`src/rtl/difftest_trigger_pkg.sv`:
```
// rtl/difftest_trigger_pkg.sv - shared types for the trigger-CSR difftest collector
package difftest_trigger_pkg;

  localparam int SNAP_W = 200;

  typedef struct packed {
    logic [63:0] tselect;
    logic [63:0] tdata1;
    logic [63:0] tinfo;
    logic [7:0]  coreid;
  } trig_csr_snap_t;

  typedef enum logic {S_INIT, S_RUN} coll_state_e;

endpackage

```
`src/rtl/difftest_sync_fifo.sv`:
```
// rtl/difftest_sync_fifo.sv - pointer-based synchronous FIFO; a push into a full FIFO
// is accepted when a pop happens in the same cycle.
module difftest_sync_fifo #(
  parameter int WIDTH = 8,
  parameter int DEPTH = 4
) (
  input  logic             clock,
  input  logic             reset_n,
  input  logic             push,
  input  logic [WIDTH-1:0] wdata,
  input  logic             pop,
  output logic [WIDTH-1:0] rdata,
  output logic             full,
  output logic             empty
);

  localparam int AW = (DEPTH > 1) ? $clog2(DEPTH) : 1;

  logic [AW-1:0]    wr_ptr_q, wr_ptr_d, rd_ptr_q, rd_ptr_d;
  logic [AW:0]      cnt_q, cnt_d;
  logic [WIDTH-1:0] mem_q [DEPTH];
  logic [WIDTH-1:0] mem_d [DEPTH];
  logic             do_push, do_pop;

  assign full  = (cnt_q == (AW+1)'(DEPTH));
  assign empty = (cnt_q == '0);
  assign rdata = mem_q[rd_ptr_q];

  always_comb begin
    do_pop   = pop && !empty;
    do_push  = push && (!full || do_pop);
    wr_ptr_d = wr_ptr_q;
    rd_ptr_d = rd_ptr_q;
    mem_d    = mem_q;
    if (do_push) begin
      mem_d[wr_ptr_q] = wdata;
      wr_ptr_d        = wr_ptr_q + AW'(1);
    end
    if (do_pop) begin
      rd_ptr_d = rd_ptr_q + AW'(1);
    end
    cnt_d = cnt_q + (AW+1)'(do_push) - (AW+1)'(do_pop);
  end

  always_ff @(posedge clock or negedge reset_n) begin
    if (!reset_n) begin
      wr_ptr_q <= '0;
      rd_ptr_q <= '0;
      cnt_q    <= '0;
      mem_q    <= '{default: '0};
    end else begin
      wr_ptr_q <= wr_ptr_d;
      rd_ptr_q <= rd_ptr_d;
      cnt_q    <= cnt_d;
      mem_q    <= mem_d;
    end
  end

endmodule

```
`src/rtl/difftest_trigger_csr_collector.sv`:
```
// rtl/difftest_trigger_csr_collector.sv - samples trigger CSRs at commit and forwards a
// snapshot to the DPI sink only on change, forced resync or periodic resync.
module difftest_trigger_csr_collector
  import difftest_trigger_pkg::*;
#(
  parameter int FIFO_DEPTH    = 4,
  parameter int RESYNC_PERIOD = 1024,
  parameter int DROP_CNT_W    = 16
) (
  input  logic                  clock,
  input  logic                  reset_n,
  input  logic                  io_valid,
  input  logic                  io_force,
  input  logic [63:0]           io_tselect,
  input  logic [63:0]           io_tdata1,
  input  logic [63:0]           io_tinfo,
  input  logic [7:0]            io_coreid,
  input  logic                  io_out_ready,
  output logic                  enable,
  output logic [63:0]           out_tselect,
  output logic [63:0]           out_tdata1,
  output logic [63:0]           out_tinfo,
  output logic [7:0]            out_coreid,
  output logic                  io_overflow,
  output logic [DROP_CNT_W-1:0] io_drop_cnt
);

  localparam int RC_W = (RESYNC_PERIOD > 1) ? $clog2(RESYNC_PERIOD) : 1;
  localparam logic [RC_W-1:0] RC_MAX = (RESYNC_PERIOD > 1) ? RC_W'(RESYNC_PERIOD - 1) : '0;

  coll_state_e     state_q, state_d;
  trig_csr_snap_t  cur_snap, last_q, last_d, out_q, out_d, fifo_rdata;
  logic [RC_W-1:0] rcnt_q, rcnt_d;
  logic [DROP_CNT_W-1:0] drop_q, drop_d;
  logic            ovf_q, ovf_d, en_q, en_d;
  logic            fifo_full, fifo_empty;
  logic            pop, resync_due, push_req, push_acc, drop;

  always_comb begin
    cur_snap   = '{tselect: io_tselect, tdata1: io_tdata1, tinfo: io_tinfo, coreid: io_coreid};
    pop        = !fifo_empty && io_out_ready;
    resync_due = (RESYNC_PERIOD != 0) && (rcnt_q == RC_MAX);
    push_req   = io_valid && ((state_q == S_INIT) || io_force || resync_due || (cur_snap != last_q));
    push_acc   = push_req && (!fifo_full || pop);
    drop       = push_req && !push_acc;
  end

  always_comb begin
    state_d = state_q;
    last_d  = last_q;
    rcnt_d  = rcnt_q;
    drop_d  = drop_q;
    ovf_d   = ovf_q;
    if (push_acc) begin
      state_d = S_RUN;
      last_d  = cur_snap;
      rcnt_d  = '0;
    end else if (io_valid && (RESYNC_PERIOD > 1) && (rcnt_q != RC_MAX)) begin
      rcnt_d = rcnt_q + RC_W'(1);
    end
    // a dropped snapshot leaves last_q stale so the change is re-detected next time
    if (drop) begin
      ovf_d  = 1'b1;
      drop_d = (drop_q == '1) ? drop_q : drop_q + DROP_CNT_W'(1);
    end
    en_d  = pop;
    out_d = pop ? fifo_rdata : out_q;
  end

  always_ff @(posedge clock or negedge reset_n) begin
    if (!reset_n) begin
      state_q <= S_INIT;
      last_q  <= '0;
      rcnt_q  <= '0;
      drop_q  <= '0;
      ovf_q   <= 1'b0;
      en_q    <= 1'b0;
      out_q   <= '0;
    end else begin
      state_q <= state_d;
      last_q  <= last_d;
      rcnt_q  <= rcnt_d;
      drop_q  <= drop_d;
      ovf_q   <= ovf_d;
      en_q    <= en_d;
      out_q   <= out_d;
    end
  end

  difftest_sync_fifo #(
    .WIDTH(SNAP_W),
    .DEPTH(FIFO_DEPTH)
  ) u_fifo (
    .clock  (clock),
    .reset_n(reset_n),
    .push   (push_acc),
    .wdata  (cur_snap),
    .pop    (pop),
    .rdata  (fifo_rdata),
    .full   (fifo_full),
    .empty  (fifo_empty)
  );

  assign enable      = en_q;
  assign out_tselect = out_q.tselect;
  assign out_tdata1  = out_q.tdata1;
  assign out_tinfo   = out_q.tinfo;
  assign out_coreid  = out_q.coreid;
  assign io_overflow = ovf_q;
  assign io_drop_cnt = drop_q;

endmodule

```
`config.mk`:
```
export PLATFORM = sky130hd
export DESIGN_NAME = difftest_trigger_csr_collector
export DESIGN_NICKNAME = d
export VERILOG_FILES = /design/src/rtl/difftest_trigger_pkg.sv /design/src/rtl/difftest_sync_fifo.sv /design/src/rtl/difftest_trigger_csr_collector.sv
export SDC_FILE = /design/constraint.sdc
export NUM_CORES = 2
export LEC_CHECK = 0
export ABC_AREA = 1
export CAP_MARGIN = 25
export CORE_ASPECT_RATIO = 1.2
export CORE_MARGIN = 2
export CORE_UTILIZATION = 50
export DETAILED_ROUTE_END_ITERATION = 8
export GPL_TIMING_DRIVEN = 0
export PLACE_DENSITY_LB_ADDON = 0.25
export SLEW_MARGIN = 20
export SYNTH_ARGS = -nofsm -noshare
export SYNTH_HDL_FRONTEND = slang
export SYNTH_HIERARCHICAL = 1
export SYNTH_SLANG_ARGS = --single-unit
```
`constraint.sdc`:
```
create_clock -name clock -period 7.2 [get_ports clock]
set_clock_uncertainty 0.2 [all_clocks]
set_input_delay 0.72 -clock clock [delete_from_list [all_inputs] [get_ports clock]]
set_output_delay 0.72 -clock clock [all_outputs]
set_load 0.03 [all_outputs]
```
==> run_summary.xml <==
<?xml version="1.0" encoding="UTF-8"?>
<metrics>
  <group name="floorplan">
    <metric name="core.rowCount" unit="">140</metric>
    <metric name="fp.dieW" unit="microns">322.6</metric>
    <metric name="die_outline_area" unit="sq um">124600</metric>
    <metric name="starting_density_of_the_core" unit="%">50.32</metric>
    <metric name="height_of_the_die" unit="microns">386.3</metric>
    <metric name="core_area" unit="sq um">121000</metric>
    <metric name="io_pins" unit="">423</metric>
  </group>
  <group name="drt">
    <metric name="drt_first_iter_violations" unit="">6585</metric>
    <metric name="detail_route.drc_violations" unit="">0</metric>
    <metric name="viasPerCell" unit="">5.672</metric>
    <metric name="firstDrtPassIters" unit="">8</metric>
    <metric name="wl" unit="microns">209900</metric>
    <metric name="ant_nets" unit="">0</metric>
    <metric name="wl_per_cell" unit="microns">20.58</metric>
    <metric name="dr_total_vias" unit="">57860</metric>
  </group>
  <group name="yosys">
    <metric name="yosys_warnings" unit="">6</metric>
    <metric name="yosys_register_bits" unit="">1236</metric>
    <metric name="syn_std_cell_area" unit="sq um">60910</metric>
    <metric name="yosysTopAreaCell" unit="">dfrtp_1</metric>
    <metric name="ys_types" unit="">37</metric>
    <metric name="synth_most_common_cell" unit="">nand2_1</metric>
    <metric name="syn-instance-count" unit="">7900</metric>
    <metric name="yosys-top-cells-count" unit="">nand2_1, dfrtp_1, nand4_1, nor2_1, o21ai_0</metric>
    <metric name="synth.area.top_cells" unit="">dfrtp_1, nand2_1, nand4_1</metric>
    <metric name="syn-mean-instance-area" unit="sq um">7.710</metric>
    <metric name="synth-async-reset-ratio" unit="%">100.0</metric>
    <metric name="synth_seq_area_share" unit="%">50.78</metric>
    <metric name="synth_top_area_share" unit="%">50.78</metric>
    <metric name="synth_enable_flop_cells" unit="">0</metric>
    <metric name="synth_top_flop_cell" unit="">dfrtp_1</metric>
    <metric name="synth.net_count" unit="">8114</metric>
  </group>
  <group name="global_route">
    <metric name="grt_first_pass_wirelength" unit="microns">319100</metric>
    <metric name="grt_antenna_before_repair" unit="">4</metric>
    <metric name="first_global_vias" unit="">55700</metric>
    <metric name="grt_overflow" unit="">0</metric>
    <metric name="grt_util_all_layers" unit="%">33.48</metric>
    <metric name="largest_net_degree_at_the_start_of_global_routing" unit="">156</metric>
  </group>
  <group name="worst_setup_path">
    <metric name="timing.critical_path.from_type" unit="">input port</metric>
    <metric name="timing.critical_path.slowest_stage_cell" unit="">clkdlybuf4s50_1</metric>
    <metric name="ff2ff_path_depth" unit="">21</metric>
    <metric name="worst_r2r_startpoint" unit="">last_q[140]</metric>
    <metric name="timing.critical_path.cells" unit="">clkdlybuf4s50_1, nand2_1, nand2_1, a21oi_1, nand2_1, nor2_1, nand2_1, nor2_1, nand2_1, nor2_1, nand2_2, nand3_4, inv_2, buf_2, buf_2, buf_6, buf_4, nand2_1, ha_1, inv_1, ha_1, fa_1, xor2_1</metric>
    <metric name="cp_data_arrival_time" unit="ps">5610</metric>
    <metric name="worst_path_largest_cell_delay" unit="ps">740</metric>
    <metric name="path_buf_inv" unit="">7</metric>
    <metric name="crit_top_cell" unit="">nand2_1</metric>
    <metric name="timing.critical_path.fanout_max" unit="">10</metric>
    <metric name="crit_start" unit="">io_tselect[25]</metric>
    <metric name="crit_path_end_kind" unit="">flip-flop</metric>
    <metric name="path_delay_family" unit="">buffers and inverters</metric>
    <metric name="worstSetupPathType" unit="">input port to flip-flop</metric>
    <metric name="required_time_at_the_endpoint_of_the_critical_path" unit="ps">7660</metric>
    <metric name="path_depth" unit="">23</metric>
  </group>
  <group name="layout">
    <metric name="final_layout_size_suffix_gt1_share" unit="%">5.836</metric>
    <metric name="syn2layout_area_growth" unit="%">18.05</metric>
    <metric name="n_antenna_cell" unit="">0</metric>
    <metric name="final_design_area_no_fill" unit="sq um">71900</metric>
    <metric name="nNetsFinal" unit="">8683</metric>
    <metric name="fillCellCount" unit="">10960</metric>
  </group>
  <group name="timing">
    <metric name="tightestPinTransition" unit="ps">1154</metric>
    <metric name="tns" unit="ps">0</metric>
    <metric name="grt_setup_unrepaired" unit="">false</metric>
    <metric name="setup_violations" unit="">0</metric>
    <metric name="maxSlewHeadroom" unit="%">23.05</metric>
    <metric name="worst_slack" unit="ps">2049</metric>
    <metric name="fin_crit" unit="ps">5151</metric>
    <metric name="period_share" unit="%">71.54</metric>
    <metric name="achievable-frequency" unit="GHz">0.1941</metric>
    <metric name="final_hold_fails" unit="">0</metric>
    <metric name="slew_viol_final" unit="">0</metric>
  </group>
  <group name="power_and_ir_drop">
    <metric name="powerDensity" unit="nW/um^2">447.9</metric>
    <metric name="peakVddDrop" unit="V">0.0002649</metric>
    <metric name="p_leak" unit="uW">0.03657</metric>
  </group>
  <group name="clock_network">
    <metric name="cts_max_path_buffers" unit="">3</metric>
    <metric name="cts_inserted_buffers" unit="">132</metric>
    <metric name="ctsResizeCount" unit="">0</metric>
    <metric name="cts.htree.levels" unit="">4</metric>
    <metric name="tritoncts" unit="">done</metric>
    <metric name="cts_setup_buffers" unit="">0</metric>
    <metric name="sinks_on_the_clock_net" unit="">1236</metric>
    <metric name="clock_insertion_delay_worst_skew" unit="ps">790</metric>
    <metric name="clk_root_buffer_cell" unit="">clkbuf_16</metric>
    <metric name="hold_buffers" unit="">1</metric>
    <metric name="cts.reportedPaths.clkPinSlew" unit="ps">60</metric>
  </group>
  <group name="placed_design">
    <metric name="gp_congestion" unit="">0.9910</metric>
    <metric name="io_buffers" unit="">422</metric>
    <metric name="post_dp_cell_area" unit="sq um">67520</metric>
    <metric name="placement.setup.worst_slack" unit="ps">1395</metric>
    <metric name="detailed_place_hpwl" unit="microns">156400</metric>
  </group>
  <group name="flow_run">
    <metric name="timing.max_cap.violations" unit="">0</metric>
  </group>
  <group name="min_path">
    <metric name="holdPathStages" unit="">1</metric>
    <metric name="holdCritPathClass" unit="">flip-flop to flip-flop</metric>
    <metric name="hold_path_startpoint" unit="">io_overflow</metric>
  </group>
  <group name="run_status">
    <metric name="status" unit="">completed</metric>
  </group>
</metrics>
## path summary, 6_finish.rpt
path	to	slack (ps)
max in group asynchronous	u_fifo/mem_q[273]	3750
hold / removal	io_overflow	260
setup reg to reg	u_fifo/cnt_q[2]	2340
min in group asynchronous	out_tinfo[17]	280
hold reg to reg	io_overflow	260
setup / recovery	u_fifo/cnt_q[2]	2050
## cell usage in the layout, fill, tap and decap left out, types with 2 or more instances in the layout
cell type	count
nor2_2	2
buf_2	101
xor2_1	16
nor2_1	605
nand4_1	842
clkinv_4	2
nor3_2	2
dfrtp_1	1236
bufinv_16	4
inv_6	5
nand3_1	39
o21ai_0	601
clkinvlp_4	4
o22ai_1	200
ha_1	8
or2_0	2
a21oi_1	14
buf_4	50
buf_6	89
clkinv_2	10
clkbuf_8	33
nand3_4	2
buf_1	68
nor3_1	9
clkbuf_1	277
clkbuf_2	22
buf_12	2
inv_1	425
clkbuf_16	138
o21bai_1	2
or2_2	4
nand2_1	3249
clkinv_8	5
clkbuf_4	4
inv_2	6
nand2_2	2
buf_16	11
clkdlybuf4s50_1	421
xnor2_1	46
## report_power, final
group | internal [uW] | leakage, uW | switching (uW) | total (uW)
clock | 4000 | 0.00214 | 2940 | 6940
sequential | 9820 | 0.0155 | 1630 | 11500
combinational | 4510 | 0.0189 | 9300 | 13800
total | 18300 | 0.0366 | 13900 | 32200
## metrics by stage
stage                     cells  util [%]  hold WS, ps  power, uW
final                     10200     59.40        263.5      32200
after global routing      10200     59.40        277.4      34220
after CTS                 10200     59.40        261.2      32070
after detailed placement   9967     55.78        247.5      25070
after global placement     9955     55.50        241.8      24830
after floorplan            7900         -        224.4      19890
## sequential cells by signal (all words and copies together), names as in the netlist, 8 cells and up
name	flops
out_tinfo	64
io_drop_cnt	16
last_q	200
out_coreid	8
out_tselect	64
u_fifo/mem_q	800
rcnt_q	10
out_tdata1	64
## routing by layer
layer / vias to the layer above / global-route usage (%) / share of wire [%]
met5: - / 0 / 0.021
met4: 6 / 19.31 / 6.2
met3: 651 / 5.370 / 7.8
met2: 2660 / 54.75 / 47
met1: 27600 / 42.29 / 39
li1: 26950 / - / -
## cell type report
class                   instances  area [sq um]  share of cell area, %
clock buffers                 203          4028                  5.602
plain buffers                 580          3213                  4.469
flip-flops and latches       1236         30930                  43.02
multi-input cells            5652         25150                  34.99
well taps                    1633          2043                  2.842
clock inverters                30         342.8                 0.4768
repair buffers                435          4567                  6.352
inverters                     432          1622                  2.255
## cells by family (layout without fill, tap and decap cells)
kind of cell / Yosys count / in the layout / share of synthesized area, %
simple gates: 4762 / 4762 / 33.06
flops: 1236 / 1236 / 50.78
buf+inv: 1012 / 1680 / 7.919
compound gates: 819 / 819 / 7.153
xor+xnor: 62 / 62 / 0.8916
fa+ha+maj: 9 / 9 / 0.1972
No activity file was read; power rests on OpenSTA's default activity.
